==> src/rtl/mem_stage.sv <==
// mem_stage: load/store unit with single-outstanding data bus request, timeout and writeback
module mem_stage #(
  parameter int unsigned TIMEOUT_CYC = 255
) (
  input  logic        clk,
  input  logic        rst_n,
  input  logic [3:0]  op_type,
  input  logic [4:0]  op_spec,
  input  logic [4:0]  rd_ind,
  input  logic [31:0] rd_dat,
  input  logic [31:0] mem_addr,
  input  logic [31:0] mem_dat,
  input  logic        mem_read_en,
  input  logic        mem_write_en,
  output logic        stall,
  output logic        dmem_req,
  output logic        dmem_we,
  output logic [31:0] dmem_addr,
  output logic [31:0] dmem_wdata,
  output logic [3:0]  dmem_be,
  input  logic [31:0] dmem_rdata,
  input  logic        dmem_ack,
  output logic        wb_we,
  output logic [4:0]  wb_rd_ind,
  output logic [31:0] wb_rd_dat,
  output logic        misalign_exc,
  output logic        bus_err
);
  typedef enum logic {IDLE, REQ} state_t;
  localparam logic [15:0] LAST = 16'(TIMEOUT_CYC - 1);
  state_t      state;
  logic [15:0] cnt;
  logic [2:0]  spec_q;
  logic [1:0]  lo_q;
  logic [4:0]  rd_q;
  logic        is_ld, mem_op, mis, go, done, tmo;
  logic [3:0]  be_n;
  logic [31:0] wdata_n, ld_val;
  logic [7:0]  byte_v;
  logic [15:0] half_v;
  // decode the incoming op, lane steering for stores, and load data extraction
  always_comb begin
    is_ld   = op_spec <= 5'd4;
    mem_op  = op_type == 4'b0001 && op_spec <= 5'd7 && (mem_read_en ^ mem_write_en) && (is_ld ? mem_read_en : mem_write_en);
    mis     = ((op_spec == 5'd1 || op_spec == 5'd4 || op_spec == 5'd6) && mem_addr[0]) || ((op_spec == 5'd2 || op_spec == 5'd7) && |mem_addr[1:0]);
    go      = state == IDLE && mem_op && !mis;
    done    = state == REQ && dmem_ack;
    tmo     = state == REQ && !dmem_ack && cnt == LAST;
    stall   = state == REQ ? ~dmem_ack : go;
    be_n    = op_spec == 5'd5 ? 4'b0001 << mem_addr[1:0] : op_spec == 5'd6 ? (mem_addr[1] ? 4'b1100 : 4'b0011) : 4'b1111;
    wdata_n = op_spec == 5'd5 ? {4{mem_dat[7:0]}} : op_spec == 5'd6 ? {2{mem_dat[15:0]}} : mem_dat;
    byte_v  = dmem_rdata[{lo_q, 3'b000} +: 8];
    half_v  = lo_q[1] ? dmem_rdata[31:16] : dmem_rdata[15:0];
    ld_val  = spec_q == 3'd0 ? {{24{byte_v[7]}}, byte_v} : spec_q == 3'd1 ? {{16{half_v[15]}}, half_v} : spec_q == 3'd3 ? {24'b0, byte_v} : spec_q == 3'd4 ? {16'b0, half_v} : dmem_rdata;
  end
  // request FSM, bus registers, timeout counter, writeback and exception pulses
  always_ff @(posedge clk or negedge rst_n) begin
    if (!rst_n) begin
      state        <= IDLE;
      cnt          <= '0;
      spec_q       <= '0;
      lo_q         <= '0;
      rd_q         <= '0;
      dmem_req     <= 1'b0;
      dmem_we      <= 1'b0;
      dmem_addr    <= '0;
      dmem_wdata   <= '0;
      dmem_be      <= '0;
      wb_we        <= 1'b0;
      wb_rd_ind    <= '0;
      wb_rd_dat    <= '0;
      misalign_exc <= 1'b0;
      bus_err      <= 1'b0;
    end else begin
      misalign_exc <= state == IDLE && mem_op && mis;
      bus_err      <= tmo;
      if (state == IDLE) begin
        if (go) begin
          state      <= REQ;
          dmem_req   <= 1'b1;
          dmem_we    <= !is_ld;
          dmem_addr  <= {mem_addr[31:2], 2'b00};
          dmem_wdata <= wdata_n;
          dmem_be    <= be_n;
          spec_q     <= op_spec[2:0];
          lo_q       <= mem_addr[1:0];
          rd_q       <= rd_ind;
        end
        if (op_type != 4'b0001) begin
          wb_we     <= |rd_ind && (op_type == 4'd0 || op_type == 4'd3 || op_type == 4'd4);
          wb_rd_ind <= rd_ind;
          wb_rd_dat <= rd_dat;
        end else begin
          wb_we <= 1'b0;
        end
      end else begin
        if (done || tmo) begin
          state    <= IDLE;
          cnt      <= '0;
          dmem_req <= 1'b0;
        end else begin
          cnt <= cnt + 16'd1;
        end
        wb_we <= done && spec_q <= 3'd4 && |rd_q;
        if (done && spec_q <= 3'd4) begin
          wb_rd_ind <= rd_q;
          wb_rd_dat <= ld_val;
        end
      end
    end
  end
endmodule

==> config.mk <==
export PLATFORM = sky130hd
export DESIGN_NAME = mem_stage
export DESIGN_NICKNAME = d
export VERILOG_FILES = /design/src/rtl/mem_stage.sv
export SDC_FILE = /design/constraint.sdc
export NUM_CORES = 1
export LEC_CHECK = 0
export BUFFER_PORTS_ARGS = -buffer_cell sky130_fd_sc_hd__buf_4
export CORE_UTILIZATION = 51
export DETAILED_ROUTE_END_ITERATION = 7
export PLACE_DENSITY = 0.81
export SLEW_MARGIN = 25
export SYNTH_ARGS = -nofsm -noshare
export SYNTH_HDL_FRONTEND = slang
export SYNTH_SLANG_ARGS = --single-unit
==> constraint.sdc <==
create_clock -name clk -period 2.15 [get_ports clk]
set_clock_uncertainty 0.05 [all_clocks]
set_input_delay 0.1075 -clock clk [delete_from_list [all_inputs] [get_ports clk]]
set_output_delay 0.1075 -clock clk [all_outputs]
set_load 0.02 [all_outputs]
Word-level counts from Yosys, hierarchy flattened
Index checks and enable logic that the tools add are counted.
Storage, ports and cells
  flip-flop bits (word level): 135
  output and inout port bits: 111
  logic and storage cells: 101
Cells by class
  add/subtract/negate cells: 1
  order comparisons: 3
  equality and inequality tests: 16
  shift-type cells: 2
  muxes and demuxes: 27
  bitwise logic cells: 3
  reduce and logical (&&, ||, !) cells: 34
Operators with widths (number)
  32-bit two-way mux: 9
  16-bit two-way mux: 2
  32-bit by 6-bit variable part select with 8-bit output: 1
  5-bit by 3-bit equality test with 1-bit output (second input constant): 4
  16-bit by 1-bit adder with 16-bit output (second input constant): 1
  16-bit by 8-bit equality test with 1-bit output (second input constant): 1
  5-bit two-way mux: 3
  1-bit logical AND: 14
  4-bit two-way mux: 3
  5-bit by 3-bit <= comparator with 1-bit output (second input constant): 2
  1-bit two-way mux: 10
  5-bit OR reduction: 2
  1-bit logical OR: 7
  2-bit AND reduction: 3
  5-bit by 1-bit equality test with 1-bit output (second input constant): 1
  5-bit by 2-bit equality test with 1-bit output (second input constant): 1
  4-bit by 1-bit equality test with 1-bit output (second input constant): 1
  4-bit by 2-bit equality test with 1-bit output (second input constant): 1
  4-bit by 3-bit equality test with 1-bit output (second input constant): 1
  4-bit logical NOT: 1
  2-bit by 1-bit != test with 1-bit output (second input constant): 2
  4-bit by 1-bit != test with 1-bit output (second input constant): 1
  2-bit nonzero test: 2
  1-bit by 2-bit left shift with 4-bit output (first input constant): 1
  other kinds (9): 12

Longest topological paths before layout
Gate-level depths: netlist of run 1.
  depth in word-level cells: 9
  gate-level depth with buffers: 7
  mapped depth without buffers: 6

Least setup slack after synthesis of run 1
No wires, ideal clock.
  kind: register to register
  start point: register state
  end point: register dmem_addr[10]
  library setup time: 125 ps
  data arrival time: 1748 ps
  data required time: 1975 ps
  setup slack: 227 ps
  cell stages (with the launch flop): 7
  buffers on the path: 2
  period minus slack after synthesis: 1923 ps
  cell sequence: dfrtp_1 clkbuf_1 clkinv_1 nand3_1 a221oi_4 buf_6 mux2_4
On the way
  cells in the longest elaborated chain, start to end: 4
RTL lines
  from (decl): line 31  | state_t state;
  from (signal assigned): line 59  | state <= IDLE;
  from (signal assigned): line 79  | state <= REQ;
  from (signal assigned): line 98  | state <= IDLE;
  1-bit NOT (no line) *
  1-bit logical AND (2 in a row): line 46  | go = state == IDLE && mem_op && !mis;
  2-bit AND reduction (no line) *
  to (signal assigned): line 82  | dmem_addr <= {mem_addr[31:2], 2'b00};
  to (decl): line 18  | output logic [31:0] dmem_addr,
Mark *: on every way between the ends. The rest lies on a longest branch, timed or not.
A chain may end at the register's enable or synchronous reset.

Worst setup path after layout of run 1
  start point: register spec_q[0]
  end point: register wb_we
On the way
  cells in the longest elaborated chain, start to end: 4
RTL lines
  from (decl): line 33  | logic [2:0] spec_q;
  from (signal assigned): line 85  | spec_q <= op_spec[2:0];
  3-bit <= comparator: line 104  | wb_we <= done && spec_q <= 3'd4 && |rd_q;
  1-bit logical AND (2 in a row): line 104
  1-bit two-way mux: line 77  | if (state == IDLE) begin
  to (signal assigned): line 90  | wb_we <= |rd_ind && (op_type == 4'd0 || op_type == 4'd3 || op_type == 4'd4);
  to (signal assigned): line 104
  to (decl): line 23  | output logic wb_we,
No other way between the ends.

==> results_dict.tcl, run 1 <==
set metrics [dict create \
    core-area_sq_um 14500 \
    fin_nets 1197 \
    synth_seq_cells 135 \
    worstPathRequired_ps 2470 \
    clk_latency_ps 430 \
    hp-class "in2reg" \
    htree_levels 4 \
    antenna_found_initial 0 \
    grt_pass1_wl_um 38500 \
    whs_ps 7.32 \
    grt_pass1_vias 7379 \
    die_x_um 124 \
    period_minus_slack_ps 2060 \
    ys_types 62 \
    final_common_cell "buf_4" \
    cts_buffers 17 \
    clock-root-buffer "clkbuf_16" \
    drt_pass1_iterations 5 \
    fill_cells 831 \
    std_cell_rows 44 \
    yosysSeqAreaShare_pct 44.8 \
    synthTopCellsByArea "dfrtp_1, mux2_4, mux2_2, a21oi_1, o21ai_0" \
    yosysWarnings 0 \
    peakVddDrop_uv 528 \
    slew_viol_final 0 \
    rsz0062_at_grt "false" \
    cts.sinks 135 \
    crit_fanout 12 \
    cellLeakagePower_nw 5.52 \
    syn_to_final_growth_pct 53.1 \
    drv_cap 0 \
    drt-initial-drc-count 663 \
    maxSlewHeadroom_pct 53.7 \
    post-place-ws_ps 35.5 \
    synth_cells 683 \
    port_buffers 255 \
    path_clk_slew_ps 60 \
    grt_overflow_total 0 \
    netlist_area_sq_um 7540 \
    cts_tree "yes" \
    worst_setup_path_start_kind "register" \
    vias_per_cell 5.91 \
    min_from "rd_dat[19]" \
    vias 7354 \
    setup_tns_ps 0 \
    wl_um 25800 \
    criticalPathCategory "reg2reg" \
    crit_arrival_ps 2370 \
    setup.worst_path.start "spec_q[0]$_DFFE_PN0P_" \
    gp_congestion 0.879 \
    worst_pin_slew_ps 694 \
    die_h_um 124 \
    dp_hpwl_um 15800 \
    synth_area_per_cell_sq_um 11.0 \
    layout_common_cells "buf_4, dfrtp_1, dlygate4sd3_1, mux2_4, a21oi_1" \
    fin_crit_sh_pct 95.6 \
    max_freq_mhz 486 \
    n_antenna_cell 0 \
    grt_start_max_net_pins 70 \
    drtAntennaViolNets 0 \
    synth_ff_type "dfrtp_1" \
    setup_ws_ps 93.8 \
    reg2reg_from "spec_q[0]$_DFFE_PN0P_" \
    drive_gt1_share_pct 41.6 \
    die-area_sq_um 15300 \
    cp-end-kind "register" \
    drcViolationCount 0 \
    async_reset_ff_share_pct 100 \
    ios 258 \
    status "finished, final reports clean" \
    cts_max_path_buffers 2 \
    grt_usage_pct 33.8 \
    power.density_nw_per_um2 693 \
    finalHoldViolations 0 \
    wl_per_cell_um 20.7 \
    setup_violations 0 \
    start_util_pct 52.1 \
    synth_top_area_share_pct 44.8 \
    synth_edf_count 0 \
    synth_largest_area_cell "dfrtp_1" \
]
[cell families after synthesis]
logic type,synth area share [%]
other cells,0.0498
simple gates,13.5
fa+ha+maj,0.332
mux,19.7
xor+xnor,1.39
buf+inv,4.45
compound gates,15.8
flops,44.8
[area by class of cell]
class / instances / area, sq um / share of cell area, %
multi-input cells: 480 / 3850 / 33.4
inverters: 16 / 60.1 / 0.520
clock inverters: 15 / 226 / 1.96
repair buffers: 398 / 3360 / 29.1
well taps: 184 / 230 / 2.00
flip-flops and latches: 135 / 3380 / 29.3
clock buffers: 17 / 425 / 3.69
[power breakdown]
group / leakage, nW / switching, mW / internal [mW]
clock network: 0.310 / 1.21 / 2.06
registers: 1.70 / 0.230 / 2.78
logic: 3.51 / 0.842 / 0.874
total: 5.52 / 2.28 / 5.72
[metal layers]
layer  part of all wire [%]  vias to the layer above  routed length, um  track usage (%)
li1                       -                     3269                  -                -
met1                     37                     3573               9650             39.2
met2                     50                      408              12900             56.7
met3                    7.7                      104               1990             8.56
met4                    4.9                        0               1260             19.5
met5                      0                        -                  0                0
[Yosys cell counts (6+ instances only)]
library cell,n
o221ai_1,7
a2bb2oi_1,8
mux2_1,7
nand3_1,30
dfrtp_1,135
inv_1,15
and3b_1,9
nor4bb_1,7
o21bai_1,9
buf_2,7
a21o_1,18
a21oi_1,49
mux4_2,8
and3_1,19
mux2_4,50
clkbuf_1,36
nand2b_1,6
nand2_1,22
xor2_1,9
a311oi_1,7
buf_6,8
o21ai_0,45
nor3b_1,7
mux2_2,34
nor2_1,34
nand4_1,7
a22oi_1,7
or3_1,9
a2111oi_0,7
mux2i_1,9
[worst max-delay path: stages (launching register included)]
cell           delay, ps
dfrtp_2              480
o21a_1               260
or2_2                430
o32ai_1              170
dlygate4sd3_1        600
[stage by stage]
stage	instances	cell area, sq um	utilization [%]	total power, mW
6_report	1245	11500	79.7	8.00
3_5_place_dp	1110	9830	67.9	4.55
5_1_grt	1245	11500	79.7	8.28
2_1_floorplan	684	7540	-	3.82
3_3_place_gp	1110	9830	67.9	4.50
4_1_cts	1237	11400	79.0	7.94
[path summary, 6_finish.rpt]
path	slack [ps]	to	cells past startpoint
max	90	wb_we$_DFF_PN0_	4
min	7	wb_rd_dat[19]$_DFFE_PN0P_	3
max reg2reg	90	wb_we$_DFF_PN0_	4
min reg2reg	430	wb_rd_ind[3]$_DFFE_PN0P_	2
max in group asynchronous	1200	wb_rd_dat[24]$_DFFE_PN0P_	3
min in group asynchronous	120	wb_rd_dat[5]$_DFFE_PN0P_	2
[registers in the layout (all words and copies together) (netlist names), 2 cells and up]
register / count
spec_q: 3
wb_rd_ind: 5
dmem_addr: 30
lo_q: 2
cnt: 16
wb_rd_dat: 32
dmem_wdata: 32
rd_q: 5
dmem_be: 4
[repair_timing]
item                                    CTS  global route
endpoints found under the setup margin    1            19
setup buffers                             0             7
resized for setup                         1             7
endpoints found under the hold margin   147             0
pin swaps                                 0             1
gates cloned                              0             1
hold buffers                             95             0
Power figures use the tool's default switching activity.
==> run 2, diff against run 1 <==
--- a/config.mk
+++ b/config.mk
@@ -6,9 +6,9 @@
 export NUM_CORES = 1
 export LEC_CHECK = 0
 export BUFFER_PORTS_ARGS = -buffer_cell sky130_fd_sc_hd__buf_4
-export CORE_UTILIZATION = 51
+export CORE_UTILIZATION = 55
 export DETAILED_ROUTE_END_ITERATION = 7
-export PLACE_DENSITY = 0.81
+export PLACE_DENSITY = 0.86
 export SLEW_MARGIN = 25
 export SYNTH_ARGS = -nofsm -noshare
 export SYNTH_HDL_FRONTEND = slang
==> constraint.sdc (replaced) <==
create_clock -name clk -period 2.4 [get_ports clk]
set_clock_uncertainty 0.05 [all_clocks]
set_input_delay 0.12 -clock clk [delete_from_list [all_inputs] [get_ports clk]]
set_output_delay 0.12 -clock clk [all_outputs]
set_load 0.02 [all_outputs]
==> results_dict.tcl, run 2 (synthesized netlist as in run 1, its figures left out) <==
set metrics [dict create \
    finalHoldViolations 0 \
    n_antenna_cell 0 \
    post_cts_buffers 0 \
    drt-initial-drc-count 857 \
    cp-end-kind "register" \
    vias 7579 \
    drt_pass1_iterations 5 \
    drcViolationCount 0 \
    htree_levels 4 \
    grt_busiest_layer "met2" \
    peakVddDrop_uv 453 \
    crit_fanout 17 \
    grt_pass1_vias 7893 \
    worst_pin_slew_ps 650 \
    drtAntennaViolNets 0 \
    status "finished, final reports clean" \
    core-area_sq_um 13300 \
    dp_hpwl_um 15700 \
    cp_common_cell "o21ai_0" \
    antenna_found_initial 0 \
    drive_gt1_share_pct 41.3 \
    start_util_pct 56.7 \
    cts_buffers 17 \
    wl_per_cell_um 23.4 \
    stdcell_area_sq_um 11100 \
    clk_latency_ps 430 \
    worst_setup_path_start_kind "register" \
    power.density_nw_per_um2 631 \
    final-seq-area_sq_um 3380 \
    slew_viol_final 0 \
    period_minus_slack_ps 2360 \
    internal-power_mw 4.91 \
    die-area_sq_um 14200 \
    use_met2_pct 65.9 \
    cts.sinks 135 \
    max_freq_mhz 423 \
    reg.largest.list "dmem_wdata (32), wb_rd_dat (32), dmem_addr (30)" \
    cts_max_path_buffers 2 \
    path_clk_slew_ps 60 \
    die_x_um 119 \
    met1_usage_pct 47.8 \
    final_common_cell "buf_4" \
    cts_tree "yes" \
    dpl-instance-area_sq_um 9650 \
    setup_violations 0 \
    layout_common_cells "buf_4, dfrtp_1, dlygate4sd3_1, mux2_4, a21oi_1" \
    hp-class "in2reg" \
    cellLeakagePower_nw 5.31 \
    grt_start_max_net_pins 61 \
    crit_arrival_ps 2680 \
    grt_overflow_total 0 \
    critPathTopFamily "buffers and inverters" \
    grt_pass1_wl_um 43600 \
    power_mw 6.98 \
    p_sw_mw 2.07 \
    std_cell_rows 42 \
    slowest_stage "dlygate4sd3_1" \
    syn_to_final_growth_pct 46.7 \
    vias_per_cell 6.32 \
    crit_path_cell_trace "buf_4, o21a_1, o22ai_2, buf_6, o21ai_0, o21ai_0, dlygate4sd3_1" \
    fin_nets 1160 \
    ios 258 \
    port_buffers 255 \
    criticalPathCategory "reg2reg" \
    sequentialPowerShare_pct 38.9 \
    path_buf_inv 3 \
    p_comb_share_pct 22.0 \
    fill_cells 679 \
    fin_crit_sh_pct 98.5 \
    grt_util_met3_pct 11.2 \
    clock-root-buffer "clkbuf_16" \
    grt_usage_pct 40.4 \
    maxSlewHeadroom_pct 56.6 \
    wl_um 28100 \
    power.share.clock_pct 39.1 \
    swShare_pct 29.6 \
    gp_congestion 0.874 \
    die_h_um 119 \
    worstPathRequired_ps 2710 \
    drv_cap 0 \
    slowest_delay_ps 600 \
    multi_input_area_sq_um 3850 \
]
run 2: cell count changes in the layout (fill, tap and decap cells not counted), moves of 2 or more:
cell and delta:
buf_12 -6, buf_4 -14, bufinv_16 -2, clkinv_2 +2
clkinv_4 -2, dlygate4sd3_1 -17
run 2: final timing paths:
kind / slack, ps / to / depth (start not counted) / startpoint
max reg2reg: 40 / wb_rd_dat[13]$_DFFE_PN0P_ / 7 / spec_q[1]$_DFFE_PN0P_
min: 20 / dmem_wdata[18]$_DFFE_PN0P_ / 3 / mem_dat[18]
min in group asynchronous: 190 / cnt[4]$_DFFE_PN0P_ / 2 / rst_n
min reg2reg: 430 / wb_rd_dat[14]$_DFFE_PN0P_ / 2 / wb_rd_dat[14]$_DFFE_PN0P_
max: 40 / wb_rd_dat[13]$_DFFE_PN0P_ / 7 / spec_q[1]$_DFFE_PN0P_
max in group asynchronous: 1320 / dmem_be[2]$_DFFE_PN0P_ / 3 / rst_n
run 2: area by class of cell:
type	count	share of cell area, %
well taps	176	1.99
inverters	16	0.543
clock inverters	12	1.37
repair buffers	361	26.7
flip-flops and latches	135	30.6
multi-input cells	480	34.9
clock buffers	19	4.01
run 2: worst register-to-register path, cell delays in order, from the launching register on:
cell and delay (ps):
dfrtp_2 480, buf_4 230, o21a_1 210, o22ai_2 190, buf_6 220, o21ai_0 110, o21ai_0 220, dlygate4sd3_1 600
run 2: what timing repair did:
action / 4_1_cts / 5_1_grt
hold buffers: 78 / 0
hold endpoints to repair: 135 / 0
gates resized for setup: 0 / 9
endpoints found under the setup margin: 0 / 1
run 2: metal layers:
layer  up-vias  part of all wire (%)
li1       3185                     -
met1      3644                    36
met2       602                    49
met3       148                   9.4
met4         0                   5.9
met5         -                     0
run 2: per-stage QoR:
step                      hold slack (ps)  worst slack [ps]  utilization [%]  instances  setup TNS [ps]
after floorplan                      -226               477                -        684               0
after global placement               75.0               258             72.6       1089               0
after detailed placement             76.4               197             72.6       1089               0
after CTS                            2.28              27.9             82.9       1198               0
after global routing                 19.6              -107             83.2       1199            -107
final                                15.0              35.8             83.2       1199               0
run 2: power groups by stage:
stage	Sequential [mW]	Clock, mW	Combinational, mW
after detailed placement	2.72	0	1.35
after global routing	2.74	2.83	1.64
after floorplan	2.83	0	0.595
final	2.71	2.73	1.54
after global placement	2.71	0	1.31
after CTS	2.69	2.69	1.47
==> run 3, diff against run 2 <==
--- a/config.mk
+++ b/config.mk
@@ -6,10 +6,14 @@
 export NUM_CORES = 1
 export LEC_CHECK = 0
 export BUFFER_PORTS_ARGS = -buffer_cell sky130_fd_sc_hd__buf_4
-export CORE_UTILIZATION = 55
+export CAP_MARGIN = 20
+export CELL_PAD_IN_SITES_DETAIL_PLACEMENT = 1
+export CELL_PAD_IN_SITES_GLOBAL_PLACEMENT = 1
+export CORE_UTILIZATION = 42
 export DETAILED_ROUTE_END_ITERATION = 7
-export PLACE_DENSITY = 0.86
+export PLACE_DENSITY_LB_ADDON = 0.1
 export SLEW_MARGIN = 25
 export SYNTH_ARGS = -nofsm -noshare
 export SYNTH_HDL_FRONTEND = slang
 export SYNTH_SLANG_ARGS = --single-unit
+export TNS_END_PERCENT = 50
==> results_dict.tcl, run 3 (synthesized netlist as in run 1, its figures left out) <==
set metrics [dict create \
    std_cell_rows 48 \
    reg.largest.list "dmem_wdata (32), wb_rd_dat (32), dmem_addr (30)" \
    fin_nets 1157 \
    maxSlewHeadroom_pct 54.1 \
    rsz0062_at_grt "false" \
    cp_common_cell "buf_4" \
    cts_buffers 17 \
    die_x_um 136 \
    power_mw 7.17 \
    vias 7182 \
    hp-class "in2reg" \
    grt_pass1_vias 7989 \
    grt_pass1_wl_um 46400 \
    whs_ps 12.3 \
    syn_to_final_growth_pct 47.6 \
    die-area_sq_um 18500 \
    worstRegToRegCells 5 \
    cp-end-kind "output port" \
    crit_path_cell_trace "dlygate4sd3_1, buf_4, nor2_1, o21ai_0, a221oi_4, buf_12, nand2b_1, buf_4" \
    dp_hpwl_um 18700 \
    wl_per_cell_um 24.3 \
    finalHoldViolations 0 \
    drcViolationCount 0 \
    period_minus_slack_ps 2300 \
    final_common_cell "buf_4" \
    wl_um 30300 \
    slowest_delay_ps 560 \
    drtAntennaViolNets 0 \
    gp_congestion 0.882 \
    cellLeakagePower_nw 5.30 \
    drt-initial-drc-count 385 \
    max_freq_mhz 434 \
    path_clk_slew_ps 70 \
    worstPathRequired_ps 2230 \
    clk_latency_ps 430 \
    peakVddDrop_uv 490 \
    drt_pass1_iterations 5 \
    p_comb_share_pct 21.6 \
    swShare_pct 29.9 \
    core-area_sq_um 17400 \
    slowest_stage "dlygate4sd3_1" \
    crit_arrival_ps 2130 \
    criticalPathCategory "in2out" \
    cts_resized 0 \
    critPathTopFamily "buffers and inverters" \
    drv_cap 0 \
    slew_viol_final 0 \
    worst_pin_slew_ps 687 \
    power.density_nw_per_um2 644 \
    die_h_um 136 \
    cts.sinks 135 \
    path_buf_inv 4 \
    worst_setup_path_start_kind "input port" \
    start_util_pct 43.3 \
    crit_fanout 29 \
    cts_max_path_buffers 2 \
    min_path_cells 3 \
    grt_start_max_net_pins 61 \
    internal-power_mw 5.03 \
    layout_common_cells "buf_4, dfrtp_1, dlygate4sd3_1, mux2_4, a21oi_1" \
    vias_per_cell 5.76 \
    status "finished, final reports clean" \
    p_sw_mw 2.14 \
    setup_violations 0 \
    antenna_found_initial 1 \
    sequentialPowerShare_pct 37.8 \
    ios 258 \
    htree_levels 4 \
    grt_usage_pct 33.7 \
    port_buffers 255 \
    setup_tns_ps 0 \
    drive_gt1_share_pct 40.7 \
    power.share.clock_pct 40.7 \
    cts_tree "yes" \
    cp.depth 8 \
    clock-root-buffer "clkbuf_16" \
    fin_crit_sh_pct 96.0 \
    grt_overflow_total 0 \
]
-- run 3: worst paths after layout --
check | start | to | slack (ps)
worst min register to register | wb_rd_dat[11]$_DFFE_PN0P_ | wb_rd_dat[11]$_DFFE_PN0P_ | 430
worst min-delay path | mem_dat[21] | dmem_wdata[21]$_DFFE_PN0P_ | 10
min in group asynchronous | rst_n | cnt[5]$_DFFE_PN0P_ | 200
worst max register to register | spec_q[2]$_DFFE_PN0P_ | wb_rd_dat[1]$_DFFE_PN0P_ | 250
max in group asynchronous | rst_n | wb_rd_dat[26]$_DFFE_PN0P_ | 1320
worst max-delay path | mem_addr[0] | stall | 100
-- run 3: tightest hold or removal path, delay by kind of cell --
family | cells | cell delay [ps]
mux | 2 | 260
buf+inv | 1 | 80
-- run 3: layout make-up --
class	count	area [sq um]
well taps	225	282
inverters	16	60.1
multi-input cells	480	3840
fillers	1833	6290
clock buffers	19	443
flip-flops and latches	135	3380
repair buffers	358	2920
diodes	1	2.50
clock inverters	13	193
-- run 3: timing repair --
item                       CTS  global route
setup endpoints to repair    0             1
hold buffers                78             0
buffers inserted             0             1
hold endpoints to repair   137             0
-- run 3: metrics by stage --
| stage | cells | cell area [sq um] | util, % | setup slack (ps) |
|---|---|---|---|---|
| after floorplan | 684 | 7540 | - | 477 |
| after global placement | 1135 | 9700 | 55.7 | 317 |
| after detailed placement | 1135 | 9700 | 55.7 | 226 |
| after CTS | 1245 | 11100 | 63.8 | 130 |
| after global routing | 1247 | 11100 | 63.9 | 43.9 |
| final | 1247 | 11100 | 63.9 | 97.0 |
-- run 3: power by group through the flow --
stage	clock network, mW	registers [mW]	logic [mW]
after detailed placement	0	2.73	1.38
after CTS	2.91	2.70	1.51
after floorplan	0	2.83	0.595
after global routing	3.04	2.73	1.65
final	2.92	2.71	1.54
after global placement	0	2.71	1.33
-- run 3: layer usage --
layer	GRT usage (%)	part of all wire [%]
met3	8.35	6.5
met4	14.3	3.7
met5	0	0
met2	61.2	53
met1	37.1	37
